File: src/rtl/dmac_write_pkg.sv
// AXI4 write-channel constants shared by the DMA write path and its burst splitter.
package dmac_write_pkg;

    localparam int BURST_BITS = 2;
    localparam int LEN_BITS   = 8;
    localparam int SIZE_BITS  = 3;

    localparam logic [BURST_BITS-1:0] BURST_FIXED = 2'b00;
    localparam logic [BURST_BITS-1:0] BURST_INCR  = 2'b01;
    localparam logic [BURST_BITS-1:0] BURST_WRAP  = 2'b10;

    localparam logic [1:0] RESP_OKAY   = 2'b00;
    localparam logic [1:0] RESP_EXOKAY = 2'b01;
    localparam logic [1:0] RESP_SLVERR = 2'b10;
    localparam logic [1:0] RESP_DECERR = 2'b11;

    localparam int BOUNDARY_4K = 4096;

endpackage

File: src/rtl/dmac_write_if.sv
// AXI4 write address / data / response channels; master drives AW, W and bready.
interface dmac_write_if #(
    parameter int ADDR_WD = 32,
    parameter int DATA_WD = 32
);
    import dmac_write_pkg::*;

    localparam int STRB_WD = DATA_WD / 8;

    logic                  awvalid;
    logic                  awready;
    logic [ADDR_WD-1:0]    awaddr;
    logic [LEN_BITS-1:0]   awlen;
    logic [SIZE_BITS-1:0]  awsize;
    logic [BURST_BITS-1:0] awburst;

    logic                  wvalid;
    logic                  wready;
    logic [DATA_WD-1:0]    wdata;
    logic [STRB_WD-1:0]    wstrb;
    logic                  wlast;

    logic                  bvalid;
    logic [1:0]            bresp;
    logic                  bready;

    modport master (
        output awvalid, awaddr, awlen, awsize, awburst,
        input  awready,
        output wvalid, wdata, wstrb, wlast,
        input  wready,
        input  bvalid, bresp,
        output bready
    );

    modport slave (
        input  awvalid, awaddr, awlen, awsize, awburst,
        output awready,
        input  wvalid, wdata, wstrb, wlast,
        output wready,
        output bvalid, bresp,
        input  bready
    );

endinterface

File: src/rtl/dmac_write_burst_calc.sv
// Beats in the next burst: min(remaining, MAX_BURST_LEN, beats to next 4 KiB page for INCR).
module dmac_write_burst_calc
    import dmac_write_pkg::*;
#(
    parameter int ADDR_WD       = 32,
    parameter int MAX_BURST_LEN = 16,
    parameter int BEATS_WD      = $clog2(MAX_BURST_LEN) + 1
) (
    input  logic [ADDR_WD-1:0]    addr,
    input  logic [ADDR_WD-1:0]    remaining,
    input  logic [SIZE_BITS-1:0]  size,
    input  logic [BURST_BITS-1:0] burst,
    output logic [BEATS_WD-1:0]   beats
);

    logic [12:0]        to_bound;
    logic [ADDR_WD-1:0] lim;

    always_comb begin
        // address is size-aligned, so the page remainder is never below one beat
        to_bound = (13'(BOUNDARY_4K) - {1'b0, addr[11:0]}) >> size;
        lim      = ADDR_WD'(MAX_BURST_LEN);
        if (remaining < lim)
            lim = remaining;
        if ((burst == BURST_INCR) && (ADDR_WD'(to_bound) < lim))
            lim = ADDR_WD'(to_bound);
        beats = lim[BEATS_WD-1:0];
    end

endmodule

File: src/rtl/dmac_write.sv
// DMA write path: splits one command into AXI4 write bursts and reports a single done/error.
module dmac_write
    import dmac_write_pkg::*;
#(
    parameter int ADDR_WD       = 32,
    parameter int DATA_WD       = 32,
    parameter int MAX_BURST_LEN = 16
) (
    input  logic                  clk,
    input  logic                  rst,

    input  logic                  cmd_valid,
    output logic                  cmd_ready,
    input  logic [ADDR_WD-1:0]    cmd_dst_addr,
    input  logic [BURST_BITS-1:0] cmd_burst,
    input  logic [ADDR_WD-1:0]    cmd_len,
    input  logic [SIZE_BITS-1:0]  cmd_size,

    input  logic                  data_in_valid,
    output logic                  data_in_ready,
    input  logic [DATA_WD-1:0]    data_in,
    input  logic                  data_in_last,

    output logic                  done_valid,
    output logic                  done_err,

    dmac_write_if.master          m_axi
);

    localparam int STRB_WD  = DATA_WD / 8;
    localparam int BEATS_WD = $clog2(MAX_BURST_LEN) + 1;

    // state  | meaning
    // IDLE   | waiting for a command
    // AW     | presenting one burst address
    // W      | streaming that burst's beats
    // B      | waiting for the burst response
    // DONE   | one-cycle completion pulse
    localparam logic [2:0] S_IDLE = 3'd0;
    localparam logic [2:0] S_AW   = 3'd1;
    localparam logic [2:0] S_W    = 3'd2;
    localparam logic [2:0] S_B    = 3'd3;
    localparam logic [2:0] S_DONE = 3'd4;

    logic [2:0]            state_q, state_d;
    logic [ADDR_WD-1:0]    addr_q, addr_d;
    logic [BURST_BITS-1:0] burst_q, burst_d;
    logic [SIZE_BITS-1:0]  size_q, size_d;
    logic [ADDR_WD-1:0]    remaining_q, remaining_d;
    logic [BEATS_WD-1:0]   beats_q, beats_d;
    logic [BEATS_WD-1:0]   cnt_q, cnt_d;
    logic                  err_q, err_d;

    logic [ADDR_WD-1:0]    next_addr;
    logic [ADDR_WD-1:0]    next_rem;
    logic [ADDR_WD-1:0]    calc_addr;
    logic [ADDR_WD-1:0]    calc_rem;
    logic [SIZE_BITS-1:0]  calc_size;
    logic [BURST_BITS-1:0] calc_burst;
    logic [BEATS_WD-1:0]   calc_beats;
    logic                  w_hs;
    logic                  last_cmd_beat;

    assign next_addr = (burst_q == BURST_INCR) ? addr_q + (ADDR_WD'(beats_q) << size_q) : addr_q;
    assign next_rem  = remaining_q - ADDR_WD'(beats_q);

    // one splitter serves both the first burst (from the command) and every following one
    always_comb begin
        calc_addr  = next_addr;
        calc_rem   = next_rem;
        calc_size  = size_q;
        calc_burst = burst_q;
        if (state_q == S_IDLE) begin
            calc_addr  = cmd_dst_addr;
            calc_rem   = cmd_len;
            calc_size  = cmd_size;
            calc_burst = cmd_burst;
        end
    end

    dmac_write_burst_calc #(
        .ADDR_WD       (ADDR_WD),
        .MAX_BURST_LEN (MAX_BURST_LEN),
        .BEATS_WD      (BEATS_WD)
    ) u_burst_calc (
        .addr      (calc_addr),
        .remaining (calc_rem),
        .size      (calc_size),
        .burst     (calc_burst),
        .beats     (calc_beats)
    );

    assign w_hs          = m_axi.wvalid && m_axi.wready;
    assign last_cmd_beat = (cnt_q == BEATS_WD'(1)) && (remaining_q == ADDR_WD'(beats_q));

    always_comb begin
        state_d     = state_q;
        addr_d      = addr_q;
        burst_d     = burst_q;
        size_d      = size_q;
        remaining_d = remaining_q;
        beats_d     = beats_q;
        cnt_d       = cnt_q;
        err_d       = err_q;
        case (state_q)
            S_IDLE: begin
                if (cmd_valid) begin
                    addr_d      = cmd_dst_addr;
                    burst_d     = cmd_burst;
                    size_d      = cmd_size;
                    remaining_d = cmd_len;
                    err_d       = 1'b0;
                    beats_d     = calc_beats;
                    state_d     = S_AW;
                end
            end
            S_AW: begin
                if (m_axi.awready) begin
                    cnt_d   = beats_q;
                    state_d = S_W;
                end
            end
            S_W: begin
                if (w_hs) begin
                    cnt_d = cnt_q - BEATS_WD'(1);
                    if (data_in_last != last_cmd_beat)
                        err_d = 1'b1;
                    if (cnt_q == BEATS_WD'(1))
                        state_d = S_B;
                end
            end
            S_B: begin
                if (m_axi.bvalid) begin
                    err_d       = err_q | m_axi.bresp[1];
                    remaining_d = next_rem;
                    addr_d      = next_addr;
                    if (next_rem == '0) begin
                        state_d = S_DONE;
                    end else begin
                        beats_d = calc_beats;
                        state_d = S_AW;
                    end
                end
            end
            S_DONE:  state_d = S_IDLE;
            default: state_d = S_IDLE;
        endcase
    end

    always_ff @(posedge clk) begin
        if (rst) begin
            state_q     <= S_IDLE;
            addr_q      <= '0;
            burst_q     <= '0;
            size_q      <= '0;
            remaining_q <= '0;
            beats_q     <= '0;
            cnt_q       <= '0;
            err_q       <= 1'b0;
        end else begin
            state_q     <= state_d;
            addr_q      <= addr_d;
            burst_q     <= burst_d;
            size_q      <= size_d;
            remaining_q <= remaining_d;
            beats_q     <= beats_d;
            cnt_q       <= cnt_d;
            err_q       <= err_d;
        end
    end

    assign cmd_ready     = (state_q == S_IDLE) && !rst;
    assign data_in_ready = (state_q == S_W) && m_axi.wready;
    assign done_valid    = (state_q == S_DONE);
    assign done_err      = (state_q == S_DONE) && err_q;

    assign m_axi.awvalid = (state_q == S_AW);
    assign m_axi.awaddr  = addr_q;
    assign m_axi.awlen   = LEN_BITS'(beats_q - BEATS_WD'(1));
    assign m_axi.awsize  = size_q;
    assign m_axi.awburst = burst_q;
    assign m_axi.wvalid  = (state_q == S_W) && data_in_valid;
    assign m_axi.wdata   = data_in;
    assign m_axi.wstrb   = {STRB_WD{1'b1}};
    assign m_axi.wlast   = (state_q == S_W) && (cnt_q == BEATS_WD'(1));
    assign m_axi.bready  = (state_q == S_B);

endmodule

File: src/flat_wrapper.sv
// flat-port wrapper written by rule: the top's interface ports become plain ports
module dmac_write_flat import dmac_write_pkg::*;
#(
    parameter int ADDR_WD       = 32,
    parameter int DATA_WD       = 32,
    parameter int MAX_BURST_LEN = 16
)
  (clk, rst, cmd_valid, cmd_ready, cmd_dst_addr, cmd_burst, cmd_len, cmd_size, data_in_valid, data_in_ready, data_in, data_in_last, done_valid, done_err, m_axi_awvalid, m_axi_awaddr, m_axi_awlen, m_axi_awsize, m_axi_awburst, m_axi_awready, m_axi_wvalid, m_axi_wdata, m_axi_wstrb, m_axi_wlast, m_axi_wready, m_axi_bvalid, m_axi_bresp, m_axi_bready);
  dmac_write_if #(.ADDR_WD(ADDR_WD), .DATA_WD(DATA_WD)) m_axi_i ();
  input  logic clk;
  input  logic rst;
  input  logic cmd_valid;
  output logic cmd_ready;
  input  logic [ADDR_WD-1:0] cmd_dst_addr;
  input  logic [BURST_BITS-1:0] cmd_burst;
  input  logic [ADDR_WD-1:0] cmd_len;
  input  logic [SIZE_BITS-1:0] cmd_size;
  input  logic data_in_valid;
  output logic data_in_ready;
  input  logic [DATA_WD-1:0] data_in;
  input  logic data_in_last;
  output logic done_valid;
  output logic done_err;
  output wire logic [$bits(m_axi_i.awvalid)-1:0] m_axi_awvalid;
  output wire logic [$bits(m_axi_i.awaddr)-1:0] m_axi_awaddr;
  output wire logic [$bits(m_axi_i.awlen)-1:0] m_axi_awlen;
  output wire logic [$bits(m_axi_i.awsize)-1:0] m_axi_awsize;
  output wire logic [$bits(m_axi_i.awburst)-1:0] m_axi_awburst;
  input wire logic [$bits(m_axi_i.awready)-1:0] m_axi_awready;
  output wire logic [$bits(m_axi_i.wvalid)-1:0] m_axi_wvalid;
  output wire logic [$bits(m_axi_i.wdata)-1:0] m_axi_wdata;
  output wire logic [$bits(m_axi_i.wstrb)-1:0] m_axi_wstrb;
  output wire logic [$bits(m_axi_i.wlast)-1:0] m_axi_wlast;
  input wire logic [$bits(m_axi_i.wready)-1:0] m_axi_wready;
  input wire logic [$bits(m_axi_i.bvalid)-1:0] m_axi_bvalid;
  input wire logic [$bits(m_axi_i.bresp)-1:0] m_axi_bresp;
  output wire logic [$bits(m_axi_i.bready)-1:0] m_axi_bready;
  assign m_axi_awvalid = m_axi_i.awvalid;
  assign m_axi_awaddr = m_axi_i.awaddr;
  assign m_axi_awlen = m_axi_i.awlen;
  assign m_axi_awsize = m_axi_i.awsize;
  assign m_axi_awburst = m_axi_i.awburst;
  assign m_axi_i.awready = m_axi_awready;
  assign m_axi_wvalid = m_axi_i.wvalid;
  assign m_axi_wdata = m_axi_i.wdata;
  assign m_axi_wstrb = m_axi_i.wstrb;
  assign m_axi_wlast = m_axi_i.wlast;
  assign m_axi_i.wready = m_axi_wready;
  assign m_axi_i.bvalid = m_axi_bvalid;
  assign m_axi_i.bresp = m_axi_bresp;
  assign m_axi_bready = m_axi_i.bready;
  dmac_write #(.ADDR_WD(ADDR_WD), .DATA_WD(DATA_WD), .MAX_BURST_LEN(MAX_BURST_LEN)) u_core (.clk(clk), .rst(rst), .cmd_valid(cmd_valid), .cmd_ready(cmd_ready), .cmd_dst_addr(cmd_dst_addr), .cmd_burst(cmd_burst), .cmd_len(cmd_len), .cmd_size(cmd_size), .data_in_valid(data_in_valid), .data_in_ready(data_in_ready), .data_in(data_in), .data_in_last(data_in_last), .done_valid(done_valid), .done_err(done_err), .m_axi(m_axi_i));
endmodule
File: config.mk
export PLATFORM = sky130hd
export DESIGN_NAME = dmac_write_flat
export DESIGN_NICKNAME = d
export VERILOG_FILES = /design/src/rtl/dmac_write_pkg.sv /design/src/rtl/dmac_write_if.sv /design/src/rtl/dmac_write_burst_calc.sv /design/src/rtl/dmac_write.sv /design/src/flat_wrapper.sv
export SDC_FILE = /design/constraint.sdc
export NUM_CORES = 1
export LEC_CHECK = 0
export CAP_MARGIN = 10
export CORE_MARGIN = 2
export CORE_UTILIZATION = 51
export CTS_CLUSTER_DIAMETER = 30
export DETAILED_ROUTE_END_ITERATION = 8
export GPL_TIMING_DRIVEN = 0
export HOLD_SLACK_MARGIN = 0.12
export PLACE_DENSITY_LB_ADDON = 0.25
export SLEW_MARGIN = 30
export SYNTH_ARGS = -nofsm -noshare
export SYNTH_HDL_FRONTEND = slang
export SYNTH_SLANG_ARGS = --single-unit
File: constraint.sdc
create_clock -name clk -period 7.3 [get_ports clk]
set_clock_uncertainty 0.05 [all_clocks]
set_input_delay 1.46 -clock clk [delete_from_list [all_inputs] [get_ports clk]]
set_output_delay 1.46 -clock clk [all_outputs]
set_load 0.01 [all_outputs]
==> results of run 1 <==
sequential cells by signal (all words and copies together) (netlist names):
signal                cells
u_core.cnt_q              5
u_core.m_axi.awsize       3
u_core.state_q            3
u_core.remaining_q       32
u_core.m_axi.awburst      2
u_core.beats_q            5
u_core.m_axi.awaddr      32
u_core.err_q              1
kinds of logic after synthesis:
family / Yosys count / synth area share (%)
other cells: 1 / 0.0465
fa+ha+maj: 35 / 5.62
buf+inv: 140 / 8.57
xor+xnor: 30 / 3.26
flops: 83 / 20.6
simple gates: 478 / 28.7
compound gates: 377 / 30.6
mux: 19 / 2.61
power by group through the flow:
stage | Clock [mW] | Combinational (mW) | Sequential (mW)
after floorplan | 0 | 1.82 | 0.724
after global routing | 0.500 | 2.99 | 0.760
after CTS | 0.484 | 2.67 | 0.736
after detailed placement | 0 | 2.65 | 0.742
after global placement | 0 | 2.62 | 0.741
final | 0.489 | 2.75 | 0.746
Yosys cell counts, types with 8 or more instances:
master,number
sky130_fd_sc_hd__a211oi_1,26
sky130_fd_sc_hd__nand2_1,137
sky130_fd_sc_hd__buf_4,38
sky130_fd_sc_hd__xnor2_1,17
sky130_fd_sc_hd__ha_1,33
sky130_fd_sc_hd__nor2b_1,10
sky130_fd_sc_hd__nor4_1,14
sky130_fd_sc_hd__o31ai_1,9
sky130_fd_sc_hd__a221oi_1,12
sky130_fd_sc_hd__a31oi_1,14
sky130_fd_sc_hd__dfxtp_1,83
sky130_fd_sc_hd__a21oi_1,99
sky130_fd_sc_hd__a21o_1,11
sky130_fd_sc_hd__mux2i_1,15
sky130_fd_sc_hd__and2_1,15
sky130_fd_sc_hd__nand4_1,14
sky130_fd_sc_hd__nor3_1,40
sky130_fd_sc_hd__o211ai_1,11
sky130_fd_sc_hd__xor2_1,13
sky130_fd_sc_hd__nor2_1,141
sky130_fd_sc_hd__o21a_1,11
sky130_fd_sc_hd__and3_1,20
sky130_fd_sc_hd__o21ai_0,92
sky130_fd_sc_hd__inv_1,27
sky130_fd_sc_hd__nand2b_1,13
sky130_fd_sc_hd__or3_1,8
sky130_fd_sc_hd__nand3_1,25
sky130_fd_sc_hd__o22ai_1,17
sky130_fd_sc_hd__clkbuf_1,64
metal layers:
layer	routed length (um)	global-route usage [%]
met2	13200	54.3
met1	12900	49.1
met4	839	11.0
met3	3390	6.56
met5	0	0
stage by stage:
stage	worst slack [ns]	instances	total power [mW]	hold slack, ns	util [%]
2_1_floorplan	1.44	1174	2.55	0.394	-
3_3_place_gp	0.196	1547	3.36	0.410	65.2
3_5_place_dp	0.161	1547	3.40	0.426	65.2
4_1_cts	0.117	1562	3.89	0.439	67.2
5_1_grt	0.0884	1562	4.25	0.475	67.4
6_report	0.416	1562	3.99	0.438	67.4
what timing repair did:
item,4_1_cts,5_1_grt
buffers inserted,0,0
hold buffers,0,0
gates resized for setup,0,7
endpoints found under the setup margin,0,5
hold endpoints to repair,0,0
cell type report:
class,count,area [um2],area share (%)
clock buffers,11,253,2.45
clock inverters,4,50.0,0.485
multi-input cells,951,5780,56.0
inverters,27,101,0.982
flip-flops and latches,83,1660,16.1
plain buffers,113,591,5.72
well taps,211,264,2.56
repair buffers,162,1620,15.7
critical path, delay by kind of cell (launching register included):
family	cells	cell delay (ns)
AOI/OAI and AO/OA	15	2.72
buffers and inverters	3	0.66
DFF	1	0.35
and+or+nand+nor	8	1.73
adders and majority gates	2	0.69
muxes	2	0.58
worst min-delay path by stage:
| stage | from | to |
|---|---|---|
| after floorplan | u_core.remaining_q[0] | u_core.remaining_q[0] |
| after global placement | u_core.remaining_q[0] | u_core.remaining_q[0] |
| after detailed placement | u_core.err_q | u_core.err_q |
| after CTS | u_core.err_q | u_core.err_q |
| after global routing | u_core.err_q | u_core.err_q |
| final | u_core.err_q | u_core.err_q |
==> impl_summary.txt, run 1 <==
----------------------------------------------------
[Status]
  Result of the run ... finished, final reports clean

[STA]
  Unrepaired setup endpoints after global routing ... false
  Setup TNS ... 0 ns
  Hold violation count in the final report ... 0
  Transition time at the pin with the least slew margin ... 0.839 ns
  Worst-case headroom to the max-slew limit ... ~44%
  Max-slew violation count ... 0
  Post-route minimum period ... between 6 and 7 ns
  Share of the clock period used by the worst path after layout ... 94.3%
  Highest attainable clock frequency ... 145 MHz
  Final count of negative-setup-slack endpoints ... 0

[Critical path]
  Maximum cell stage delay along the critical path ... 0.51 ns
  Startpoint types ... flip-flop
  Worst reg2reg endpoint ... u_core.beats_q[3]
  Launching instance or port of the critical path ... u_core.m_axi.awsize[1]
  Required time at the endpoint of the critical path ... approximately 7.5 ns
  Nature of the critical path endpoint ... flip-flop
  Arrival @ worst endpoint ... a little over 7 ns
  Reg2Reg Launch Point ... u_core.m_axi.awsize[1]
  Worst setup path end ... u_core.beats_q[3]
  Slowest CP cell ... sky130_fd_sc_hd__nor4_2
  R2R Setup Slk ... about 0.42 ns
  Kind of critical path ... reg2reg
  Worst r2r path cells ... 30
  CP most frequent cell ... sky130_fd_sc_hd__a21oi_1
  Maximum fanout along the worst path ... 10

[Detailed routing]
  Final WL ... around 30,000 um
  ANT nets after route ... 0
  DR DRC count ... 0
  Vias per inst ... 6.30
  Number of search-and-repair iterations in the first detailed-routing pass ... 8
  Routed via count ... about 9,800
  DR iter-0 viols ... between 1,000 and 1,500
  Average detailed-routed wire length per instance ... 19.4 um

[Clocking]
  CTS H-Tree Depth ... 3
  Clock network latency to the later pin of the worst-skew pair ... 0.36 ns
  Cts bufs inserted ... 9
  Clock tree root driver cell ... sky130_fd_sc_hd__clkbuf_16
  TritonCTS clock tree ... done
  Clock slew at reported path FFs ... around 0.06 ns
  CTS Buffer Depth ... 2
  CTS sink count ... 83

[Worst hold path]
  Number of stages on the worst hold path ... 2
  Worst min-delay path class ... reg2reg

[Placed design]
  DP Area ... 9990 um2
  Detail Placement HPWL ... roughly 23,000 um
  Count of buffers from port buffering ... approximately 160
  Placer Congestion ... around 0.98

[Layout]
  Final Net Count ... 1,493
  Total of fill cells in the finished design ... between 1,000 and 1,500
  Commonest non-fill, non-tap cells in the layout ... sky130_fd_sc_hd__clkdlybuf4s50_1 (162), sky130_fd_sc_hd__nor2_1 (141), sky130_fd_sc_hd__nand2_1 (137)
  Share of post-route cells with drive strength above 1 ... about 7%
  Commonest non-fill, non-tap cell in the layout ... sky130_fd_sc_hd__clkdlybuf4s50_1
  Area of all placed cells without fillers ... ~10,000 um2
  Area added between synthesis and finish ... 28.0%
  Antenna Cells ... 0

[Synthesis]
  Sequential cell area fraction in the yosys report ... about a fifth
  Post-synth top area cell ... sky130_fd_sc_hd__dfxtp_1
  Synthesis Warnings ... 0
  Synthesized cell area ... just over 8000 um2
  Number of synthesized flops with an enable pin ... 0
  Top area cells in the synthesized netlist ... sky130_fd_sc_hd__dfxtp_1 (21%), sky130_fd_sc_hd__nor2_1 (6.6%), sky130_fd_sc_hd__nand2_1 (6.4%)
  Portion of synthesized cell area occupied by the leading cell type ... between 20% and 30%
  Syn avg cell area ... between 6 and 7 um2
  FF+latch count, synth ... 83
  Dominant synthesized flop cell ... sky130_fd_sc_hd__dfxtp_1
  Async SR Flop Fraction ... 0%
  Distinct cell type count after synthesis ... 88
  Number of instances in the synthesized netlist ... roughly 1,200

[Pwr]
  Leakage power summed over all cells ... a little under 4 nW
  P per Cell Area ... 386 nW/um2
  Internal power of the cells ... between 1.5 and 2 mW
  Switching part of the total power ... 51.7%
  Clock share of power ... around an eighth
  Register share of total power ... a little under a fifth
  Worst vdd ir ... a little under 200 uV
  Power share of the combinational group ... 69.0%
  Total net switching power ... between 2 and 2.5 mW

[Floorplan]
  Core ar. ... between 15,000 and 20,000 um2
  Die height ... ~130 um
  Die Outline Area ... ~17,000 um2
  Core Rows ... 45
  Num ports ... 200
  Effective utilization at floorplan ... 52.6%
  X dimension of the die ... 130 um

[Global routing]
  Remaining global-route overflow ... 0
  Largest net degree at the start of global routing ... 14
  Wire length of the first global-routing pass ... roughly 46,000 um
  Vias in the first global route ... about 8,600
  Number of antenna violations at the first check in global routing ... 0
  All-layer global routing usage ... 34.9%

[Job]
  MaxCap Viol Count ... 0

----------------------------------------------------
Note: power is estimated with default switching activity, not from simulation.
==> run 2: changes to the inputs <==
- GPL_ROUTABILITY_DRIVEN: unset -> 0
==> run 2 against run 1 <==
  * Fmax down 0.15%
  * Combinational power about the same
  * Sequential share of layout area up 0.11 points
  * Core utilization down 0.47 points
  * Worst setup slack worse by 0.011 ns
==> impl_summary.txt, run 2 (synthesis results as in run 1) <==
----------------------------------------------------
[Layout]
  Finished Core Util ... about 67%
  Share of post-route cells with drive strength above 1 ... ~6.5%
  Final Net Count ... 1,493
  Commonest non-fill, non-tap cells in the layout ... sky130_fd_sc_hd__clkdlybuf4s50_1 (162), sky130_fd_sc_hd__nor2_1 (141), sky130_fd_sc_hd__nand2_1 (137)
  Area added between synthesis and finish ... 27.1%
  Antenna Cells ... 0
  Commonest non-fill, non-tap cell in the layout ... sky130_fd_sc_hd__clkdlybuf4s50_1

[Critical path]
  Launching instance or port of the critical path ... u_core.m_axi.awsize[1]
  Worst r2r path cells ... 28
  Worst reg2reg endpoint ... u_core.beats_q[3]
  Worst setup path end ... u_core.beats_q[3]
  Reg2Reg Launch Point ... u_core.m_axi.awsize[1]
  Maximum fanout along the worst path ... 10
  Kind of critical path ... reg2reg
  Startpoint types ... flip-flop
  Required time at the endpoint of the critical path ... roughly 7.5 ns
  Slowest CP cell ... sky130_fd_sc_hd__a211oi_1
  Nature of the critical path endpoint ... flip-flop
  Maximum cell stage delay along the critical path ... 0.46 ns
  Arrival @ worst endpoint ... 7.09 ns
  R2R Setup Slk ... about 0.40 ns

[Floorplan]
  Die Outline Area ... ~17,000 um2
  Num ports ... 200
  Core Rows ... 45
  Core ar. ... ~15,000 um2
  Effective utilization at floorplan ... between 50% and 60%
  Die height ... between 100 and 150 um
  X dimension of the die ... about 130 um

[Clocking]
  TritonCTS clock tree ... done
  CTS H-Tree Depth ... 3
  Setup fix buffers added after clock tree synthesis ... 0
  CTS sink count ... 83
  Cts bufs inserted ... 9
  Clock slew at reported path FFs ... 0.06 ns
  Clock tree root driver cell ... sky130_fd_sc_hd__clkbuf_16
  Clock network latency to the later pin of the worst-skew pair ... between 0.3 and 0.4 ns
  CTS Buffer Depth ... 2

[Placed design]
  Place WS ... approximately 0.37 ns
  Count of buffers from port buffering ... 162
  Detail Placement HPWL ... between 20,000 and 25,000 um

[STA]
  Max-slew violation count ... 0
  Transition time at the pin with the least slew margin ... between 0.7 and 0.8 ns
  Hold violation count in the final report ... 0
  PnR worst setup slack ... roughly 0.40 ns
  Post-route minimum period ... between 6 and 7 ns
  Worst-case headroom to the max-slew limit ... a little under half
  Final count of negative-setup-slack endpoints ... 0
  Share of the clock period used by the worst path after layout ... 94.5%
  Setup TNS ... 0 ns
  Unrepaired setup endpoints after global routing ... false
  Highest attainable clock frequency ... about 150 MHz

[Detailed routing]
  Vias per inst ... around 6.3
  Average detailed-routed wire length per instance ... 18.8 um
  DR iter-0 viols ... 1,340
  DR DRC count ... 0
  Routed via count ... about 9,800
  Number of search-and-repair iterations in the first detailed-routing pass ... 5
  ANT nets after route ... 0
  Final WL ... around 30,000 um

[Pwr]
  Power share of the combinational group ... approximately 70%
  Internal power of the cells ... 1.88 mW
  Register share of total power ... 19.1%
  Total net switching power ... roughly 2.0 mW
  Switching part of the total power ... 51.8%
  Leakage power summed over all cells ... 3.88 nW
  P per Cell Area ... approximately 380 nW/um2
  Worst vdd ir ... around 170 uV
  Clock share of power ... between 10% and 20%
  Total design power ... approximately 3.9 mW

[Status]
  Result of the run ... finished, final reports clean

[Global routing]
  All-layer global routing usage ... 33.7%
  Vias in the first global route ... between 8,000 and 9,000
  Number of antenna violations at the first check in global routing ... 0
  Wire length of the first global-routing pass ... roughly 45,000 um
  Remaining global-route overflow ... 0
  Largest net degree at the start of global routing ... 12

[Job]
  MaxCap Viol Count ... 0

[Worst hold path]
  Worst min-delay path class ... reg2reg

----------------------------------------------------
-- run 2: layer usage --
metal  part of all wire, %  global-route usage (%)  routed length [um]  vias up
li1                      -                       -                   -     4579
met2                    42                    51.6               12400      689
met5                     0                       0                   0        -
met4                   4.0                    11.7                1180        0
met1                    42                    46.8               12200     4480
met3                    12                    7.34                3540      101
-- run 2: power groups by stage --
| stage | sequential, mW | combinational, mW | clock (mW) |
|---|---|---|---|
| after detailed placement | 0.742 | 2.62 | 0 |
| after floorplan | 0.724 | 1.82 | 0 |
| after global placement | 0.740 | 2.58 | 0 |
| after global routing | 0.758 | 2.97 | 0.437 |
| final | 0.745 | 2.72 | 0.423 |
| after CTS | 0.735 | 2.64 | 0.420 |
-- run 2: worst min path at each step --
stage / startpoint / end / slack (ns) / cells past startpoint
3_3_place_gp: u_core.remaining_q[0] / u_core.remaining_q[0] / 0.41 / 2
3_5_place_dp: u_core.remaining_q[0] / u_core.remaining_q[0] / 0.42 / 2
4_1_cts: u_core.remaining_q[0] / u_core.remaining_q[0] / 0.43 / 2
5_1_grt: u_core.remaining_q[0] / u_core.remaining_q[0] / 0.46 / 2
2_1_floorplan: u_core.remaining_q[0] / u_core.remaining_q[0] / 0.39 / 2
6_report: u_core.cnt_q[4] / u_core.cnt_q[4] / 0.44 / 2
-- run 2: per-stage QoR --
stage                     hold WS [ns]  cell area, um2  std cells
after floorplan                  0.394            8100       1174
after global placement           0.410            9990       1547
after detailed placement         0.421            9990       1547
after CTS                        0.433           10200       1560
after global routing             0.459           10200       1560
final                            0.442           10200       1560
-- run 2: final cells by class --
class	instances	area, um2
multi-input cells	951	5760
well taps	211	264
clock buffers	13	250
inverters	27	101
plain buffers	113	589
flip-flops and latches	83	1660
fillers	1405	5060
repair buffers	162	1620
-- run 2: repair_timing --
item                                    CTS  global route
resized for setup                         0             2
endpoints found under the setup margin    0             5
hold buffers                              0             0
-- run 2: critical path: cells and delay by family, from the launching register on --
family / cells / cell delay (ns)
adder cells (fa/ha/maj): 2 / 0.67
AO/OA/AOI/OAI: 13 / 2.51
multiplexers: 2 / 0.55
buffers and inverters: 3 / 0.75
AND/OR/NAND/NOR: 8 / 1.88
flip-flops: 1 / 0.35
